[config.mk]
export PLATFORM = sky130hd
export DESIGN_NAME = uart_tx_feeder
export DESIGN_NICKNAME = d
export VERILOG_FILES = /design/src/rtl/uart_tx_feeder.sv
export SDC_FILE = /design/constraint.sdc
export NUM_CORES = 1
export LEC_CHECK = 0
export ABC_AREA = 0
export CORE_ASPECT_RATIO = 0.75
export CORE_MARGIN = 3
export CORE_UTILIZATION = 40
export DETAILED_ROUTE_END_ITERATION = 8
export PLACE_DENSITY = 0.64
export SETUP_SLACK_MARGIN = 0.5
export SLEW_MARGIN = 30
export SYNTH_ARGS = -nofsm -noshare
export SYNTH_HDL_FRONTEND = slang
export SYNTH_SLANG_ARGS = --single-unit
[constraint.sdc]
create_clock -name clk -period 3.1 [get_ports clk]
set_input_delay 0.93 -clock clk [delete_from_list [all_inputs] [get_ports clk]]
set_output_delay 0.93 -clock clk [all_outputs]
set_load 0.01 [all_outputs]
[src/rtl/uart_tx_feeder.sv]
// rtl/uart_tx_feeder.sv - byte FIFO and launch sequencer feeding a UART transmitter
module uart_tx_feeder #(
  parameter int DEPTH  = 16,
  parameter int DATA_W = 8
) (
  input  logic                     clk,
  input  logic                     rst,
  input  logic                     wr_en,
  input  logic [DATA_W-1:0]        wr_data,
  input  logic                     clr_ovf,
  output logic                     full,
  output logic                     empty,
  output logic [$clog2(DEPTH):0]   count,
  output logic                     overflow,
  output logic                     busy,
  output logic                     start,
  output logic [DATA_W-1:0]        tx_data_in,
  input  logic                     tx_active,
  input  logic                     done_tx
);

  localparam int AW = $clog2(DEPTH);
  localparam logic [AW:0]   DEPTH_C = DEPTH[AW:0];
  localparam logic [AW:0]   CNT_ONE = 1;
  localparam logic [AW-1:0] PTR_ONE = 1;

  typedef enum logic [1:0] {IDLE, LAUNCH, WAIT_DONE} state_t;

  state_t            state;
  logic [DATA_W-1:0] mem [DEPTH];
  logic [AW-1:0]     wr_ptr;
  logic [AW-1:0]     rd_ptr;
  logic              push;
  logic              pop;

  assign full  = (count == DEPTH_C);
  assign empty = (count == '0);
  assign busy  = (state != IDLE);

  // A write into a full FIFO is dropped even if a pop frees a slot this cycle.
  assign push = wr_en && !full;
  assign pop  = (state == IDLE) && !empty && !tx_active;

  always_ff @(posedge clk) begin
    if (push) mem[wr_ptr] <= wr_data;
  end

  always_ff @(posedge clk or negedge rst) begin
    if (!rst) begin
      wr_ptr   <= '0;
      rd_ptr   <= '0;
      count    <= '0;
      overflow <= 1'b0;
    end else begin
      if (push) wr_ptr <= wr_ptr + PTR_ONE;
      if (pop)  rd_ptr <= rd_ptr + PTR_ONE;
      case ({push, pop})
        2'b10:   count <= count + CNT_ONE;
        2'b01:   count <= count - CNT_ONE;
        default: count <= count;
      endcase
      if (wr_en && full)  overflow <= 1'b1;
      else if (clr_ovf)   overflow <= 1'b0;
    end
  end

  // done_tx is only honoured in WAIT_DONE; strays elsewhere fall through.
  always_ff @(posedge clk or negedge rst) begin
    if (!rst) begin
      state      <= IDLE;
      start      <= 1'b0;
      tx_data_in <= '0;
    end else begin
      case (state)
        IDLE: begin
          start <= 1'b0;
          if (pop) begin
            tx_data_in <= mem[rd_ptr];
            start      <= 1'b1;
            state      <= LAUNCH;
          end
        end
        LAUNCH: begin
          start <= 1'b0;
          state <= WAIT_DONE;
        end
        WAIT_DONE: begin
          start <= 1'b0;
          if (done_tx) state <= IDLE;
        end
        default: begin
          start <= 1'b0;
          state <= IDLE;
        end
      endcase
    end
  end

endmodule

Word level (Yosys, flattened, before mapping)
Memory sizes are Yosys's and may differ from the RTL's. A register that Yosys moved wholly into a read port is not among the register bits.
Index checks and enable logic that the tools add are counted.
- register bits after elaboration: 17
- bits in writable memories: 128
- bits of input ports: 14
- output and inout bits: 18
- logic and storage cells: 43
- memories: 1
- add/sub/neg operators: 4
- equal/unequal tests: 7
- mux-type cells: 10
- reductions and logical operators: 15
- memory list (memory ; depth ; bits a word ; read ports ; clocked after Yosys merged registers in ; write ports ; RTL line ; RTL):
    mem ; 16 ; 8 ; 1 ; 1 ; 1 ; 30 ; logic [DATA_W-1:0] mem [DEPTH];
- operator list (cell ; number):
    5-bit one-hot mux with 2 select lines ; 1
    4-bit by 1-bit adder with 4-bit output (second input constant) ; 2
    1-bit two-way mux ; 6
    2-bit one-hot mux with 3 select lines ; 1
    2-bit nonzero test ; 3
    5-bit by 1-bit adder with 5-bit output (second input constant) ; 1
    5-bit equality test (second input constant) ; 1
    5-bit zero test ; 1
    5-bit by 1-bit subtractor with 5-bit output (second input constant) ; 1
    2-bit by 1-bit equality test with 1-bit output (second input constant) ; 2
    2-bit equality test (second input constant) ; 2
    1-bit logical AND ; 4
    1-bit zero test ; 4
    2-bit two-way mux ; 2
    2-bit != test (second input constant) ; 2
    2-bit AND reduction ; 2
    2-bit zero test ; 1

Depth between registers and ports, before layout
- word-level depth: 6
- gate-level depth with buffers: 12
- mapped depth without buffers: 10

Worst setup path before layout
Ideal clock, no wire load.
- path kind: in2reg
- start point: input port tx_active
- end point: register count[4]
- library setup time: 0.125 ns
- arrival: 3.137 ns
- data required time: 2.975 ns
- setup slack: -0.162 ns
- stages on the path: 11
- path buffers: 2
- cells stage by stage: nor3_2 a21boi_1 buf_2 ha_1 clkbuf_1 xor2_1 ha_1 a21o_1 a22oi_1 o211a_1 a2111oi_0
- cells in the longest elaborated chain, start to end: 4
- elaborated cells between the ends (all ways): 6
- those cells by class: eq/ne (2); mux (1); reduce/logical (3)
- ends and longest elaborated chain (what ; RTL line ; RTL):
    start, declared ; 18 ; input logic tx_active,
    1-bit zero test (*) ; 42 ; assign pop = (state == IDLE) && !empty && !tx_active;
    1-bit logical AND (*) ; 42 ;
    via pop ; 34 ; logic pop;
    2-bit by 1-bit equality test with 1-bit output or 2-bit equality test (tied branches) ; 57 ; case ({push, pop})
    5-bit one-hot mux with 2 select lines or 2-bit nonzero test (tied branches) ; n/a ;
    end signal, assigned ; 58 ; 2'b10: count <= count + CNT_ONE;
    end signal, assigned ; 59 ; 2'b01: count <= count - CNT_ONE;
    end signal, assigned ; 60 ; default: count <= count;
    end, declared ; 13 ; output logic [$clog2(DEPTH):0] count,
Mark *: on every way through the listed nets, which the timed path passes. The rest lies on a longest branch.
A chain may end at the register's enable or synchronous reset.

Final worst setup path
- start point: register count[3]
- end point: output port full
- cells in the longest elaborated chain, start to end: 1
- ends and longest elaborated chain (what ; RTL line ; RTL):
    5-bit equality test ; 36 ; assign full = (count == DEPTH_C);
    end, declared ; 11 ; output logic full,
No other way between the ends.

==> summary.log <==
[routing] DR WL met3 801 µm
[sta] slew at the pin closest to its max-slew limit 0.706 ns
[sta] final worst-path cycle share 82.3%
[floorplanning] total I/O pin count 32
[sta] Final Skew 0.00827 ns
[place] last weighted congestion value of the routability-driven placer 0.780
[routing] final wirelength 12200 µm
[grt] overall overflow remaining after global route 0
[sta] setup TNS 0 ns
[sta] final setup slack of the worst path 0.549 ns
[floorplanning] total number of placement rows 38
[floorplanning] Floorplan Core Area 14800 µm²
[setup_path] Reg2Reg Depth 11
[grt] pin count of the biggest net entering global routing 34
[synthesis] Async SR Flop Fraction 16.3%
[hold_path] cell depth of the worst hold path 1
[routing] Routed wire per std cell 20.0 µm
[sta] RSZ-0062 raised after global routing yes
[hold_path] Worst Hold Path EP overflow
[setup_path] startpoint of the lowest-slack register-to-register path count[1]
[sta] final hold slack 0.529 ns
[setup_path] crit path DAT 1.62 ns
[place] DP Cell Count 566
[floorplanning] initial core utilization 41.8%
[power] Leak 2.65 nW
[place] Detailed Place HPWL 7740 µm
[setup_path] critical path capture point type output pin
[clocking] clock tree from TritonCTS built
[setup_path] register-to-register setup slack 0.55 ns
[floorplanning] Die Y 114 µm
[clocking] H-tree lvl count 4
[synthesis] Synth area leaders sky130_fd_sc_hd__edfxtp_1 62%, sky130_fd_sc_hd__dfrtp_1 10%, sky130_fd_sc_hd__mux4_2 8.4%
[grt] GRT Total Usage 15.3%
[clocking] CTS hold repair buffers 0
[synthesis] dominant synthesized flop cell sky130_fd_sc_hd__edfxtp_1
[run] Maximum Capacitance Violations 0
[routing] DR vias/cell 5.24
[synthesis] number of nets in the synthesized netlist 347
[synthesis] combined area of all synthesized cells 6180 µm²
[clocking] CTS buffer count 17
[sta] Fmax achieved 392 MHz
[synthesis] synthesized area per cell 19.0 µm²
[finish] area of all placed cells without fillers 7650 µm²
[sta] Finish-stage setup viols 0
[setup_path] required arrival time at the worst endpoint 2.17 ns
[hold_path] path class of the lowest-slack min-delay path reg2reg
[synthesis] Ys Warns 0
[clocking] sink count of the clock tree 153
[synthesis] count of distinct cell types in the synthesized netlist 40
[clocking] clk_lat worst skew 0.41 ns
[synthesis] Synth area leader sky130_fd_sc_hd__edfxtp_1
[synthesis] portion of synthesized cell area occupied by the leading cell type 62.1%
[routing] # DRC 0
[routing] wl on met1 5250 µm
[clocking] buffer type at the clock tree root sky130_fd_sc_hd__clkbuf_16
[finish] final layout net count 421
[sta] max-slew violations 0
[routing] met2 layer wire length in the routed design 6040 µm
[synthesis] number of enable flip-flop cells after synthesis 128
[synthesis] most numerous cell in the Yosys netlist sky130_fd_sc_hd__edfxtp_1
[grt] initial antenna violation count 0
[grt] global-route wire length before repair 19100 µm
[setup_path] Max Fanout on Critical Path 3
[routing] DR vias 3207
[synthesis] Yosys reg bits 153
[setup_path] WS Path Type reg2out
[synthesis] top cells by count, synth 128 x sky130_fd_sc_hd__edfxtp_1, 25 x sky130_fd_sc_hd__dfrtp_1, 23 x sky130_fd_sc_hd__mux4_2, 17 x sky130_fd_sc_hd__nor2_1, 16 x sky130_fd_sc_hd__o22ai_1
[setup_path] Startpoint Class register
[place] Setup Slack @ Placement -0.183 ns
[setup_path] endpoint of the worst-slack reg-to-reg timing path count[4]
[finish] layout cell share with drive strength beyond 1 32.3%
[synthesis] sequential-to-total area share from yosys stat 72.3%
[power] largest voltage drop on the vdd net 0.461 mV
[sta] count of final hold-check violations 0
[power] Pwr Density 926 nW/µm²
[finish] number of standard cells in the final layout excluding fillers 612
[routing] length of the first detailed-routing pass in iterations 4
[routing] DRT antenna net count 0
[grt] via count of the first global-routing pass 3427
[clocking] Max clock buf depth 2
[run_status] result of the run completed
[routing] highest routing layer actually used met4
[synthesis] Mapped Cells 325
[sta] time the final worst path needs with I/O delays and setup 2.55 ns
[sta] Worst slew margin 53.0%
[place] Cell Area, Placed 6890 µm²
[floorplanning] die footprint 17000 µm²
[finish] antenna diode instance count 0
[floorplanning] Chip Width 150 µm
[finish] Area growth, synth to finish 23.7%
[hold_path] Hold Path Origin overflow
[clocking] clock transition time at the flip-flop clock pins of the worst setup and hold paths 0.06 ns
[finish] filler cell count in the final layout 1156
[routing] initial DRC count 280
[place] number of buffers inserted by port buffering 31
==> registers in the layout (all words and copies together) (netlist names) <==
signal,flops
count,5
mem,128
overflow,1
rd_ptr,4
start,1
state,2
tx_data_in,8
wr_ptr,4
==> worst max-delay path: stages (launching register included) <==
cell and delay (ns):
sky130_fd_sc_hd__dfrtp_2 0.41, sky130_fd_sc_hd__or4_4 0.57, sky130_fd_sc_hd__nor2_4 0.10, sky130_fd_sc_hd__buf_2 0.14
==> placed cells by master, fill, tap and decap left out, types with 2 or more instances in the layout <==
cell / instances
sky130_fd_sc_hd__o21ai_0: 2
sky130_fd_sc_hd__a21o_1: 2
sky130_fd_sc_hd__nor3_1: 5
sky130_fd_sc_hd__or2_2: 2
sky130_fd_sc_hd__dfrtp_1: 19
sky130_fd_sc_hd__buf_6: 3
sky130_fd_sc_hd__inv_8: 3
sky130_fd_sc_hd__mux4_2: 23
sky130_fd_sc_hd__edfxtp_1: 128
sky130_fd_sc_hd__mux4_1: 9
sky130_fd_sc_hd__inv_6: 5
sky130_fd_sc_hd__a21boi_0: 2
sky130_fd_sc_hd__ha_1: 6
sky130_fd_sc_hd__clkbuf_16: 17
sky130_fd_sc_hd__nor2_1: 15
sky130_fd_sc_hd__o22ai_1: 16
sky130_fd_sc_hd__mux2_2: 11
sky130_fd_sc_hd__xnor2_1: 6
sky130_fd_sc_hd__inv_1: 5
sky130_fd_sc_hd__buf_4: 38
sky130_fd_sc_hd__a21oi_1: 11
sky130_fd_sc_hd__clkdlybuf4s50_1: 27
sky130_fd_sc_hd__buf_2: 2
sky130_fd_sc_hd__xor2_1: 4
sky130_fd_sc_hd__nand2_1: 7
sky130_fd_sc_hd__dfrtp_2: 6
sky130_fd_sc_hd__clkinv_4: 3
sky130_fd_sc_hd__nand2b_1: 5
sky130_fd_sc_hd__nand4_1: 2
==> worst max-delay path by stage <==
stage                    from       end  slack [ns]  cells after the start
CTS                  count[3]  count[4]        0.50                     11
detailed placement  tx_active  count[4]       -0.18                     10
finish               count[3]      full        0.55                      3
global placement    tx_active  count[4]       -0.02                     10
floorplan           tx_active  count[4]        0.20                     11
global route         count[1]  count[4]        0.44                     11
==> layout make-up <==
class | instances | area [µm²] | share of cell area (%)
clock inverters | 14 | 158 | 2.06
repair buffers | 73 | 633 | 8.28
inverters | 6 | 22.5 | 0.294
clock buffers | 18 | 429 | 5.61
flip-flops and latches | 153 | 4480 | 58.5
multi-input cells | 148 | 1680 | 22.0
well taps | 200 | 250 | 3.27
==> layer usage <==
layer  global-route usage, %  vias up
met5                       0        -
met4                    5.06        0
met3                    3.53       16
met2                    24.7       89
met1                    20.7     1646
li1                        -     1456
==> power breakdown <==
| part | switching, mW | internal, mW | leakage (nW) |
|---|---|---|---|
| clock network | 0.871 | 1.14 | 0.285 |
| logic | 1.01 | 1.17 | 0.921 |
| registers | 0.320 | 2.57 | 1.44 |
| total | 2.20 | 4.88 | 2.65 |
==> through the flow <==
step | utilization (%) | power [mW]
after global placement | 46.6 | 4.88
after CTS | 51.2 | 7.06
after global routing | 51.7 | 7.43
after floorplan | - | 4.26
after detailed placement | 46.6 | 4.94
final | 51.7 | 7.08
==> kinds of logic after synthesis <==
kind of cell,share of synthesized area [%]
AOI/OAI and AO/OA,4.51
DFF,72.3
muxes,14.2
buffers and inverters,2.12
xor gates and xnor gates,1.56
and+or+nand+nor,3.72
adders and majority gates,1.62
==> timing repair <==
action | CTS | global route
setup endpoints to repair | 4 | 3
resized for setup | 23 | 9
endpoints found under the hold margin | 0 | 0
setup buffers | 8 | 6
pin swaps | 8 | 11
(Power assumes the default switching activity.)
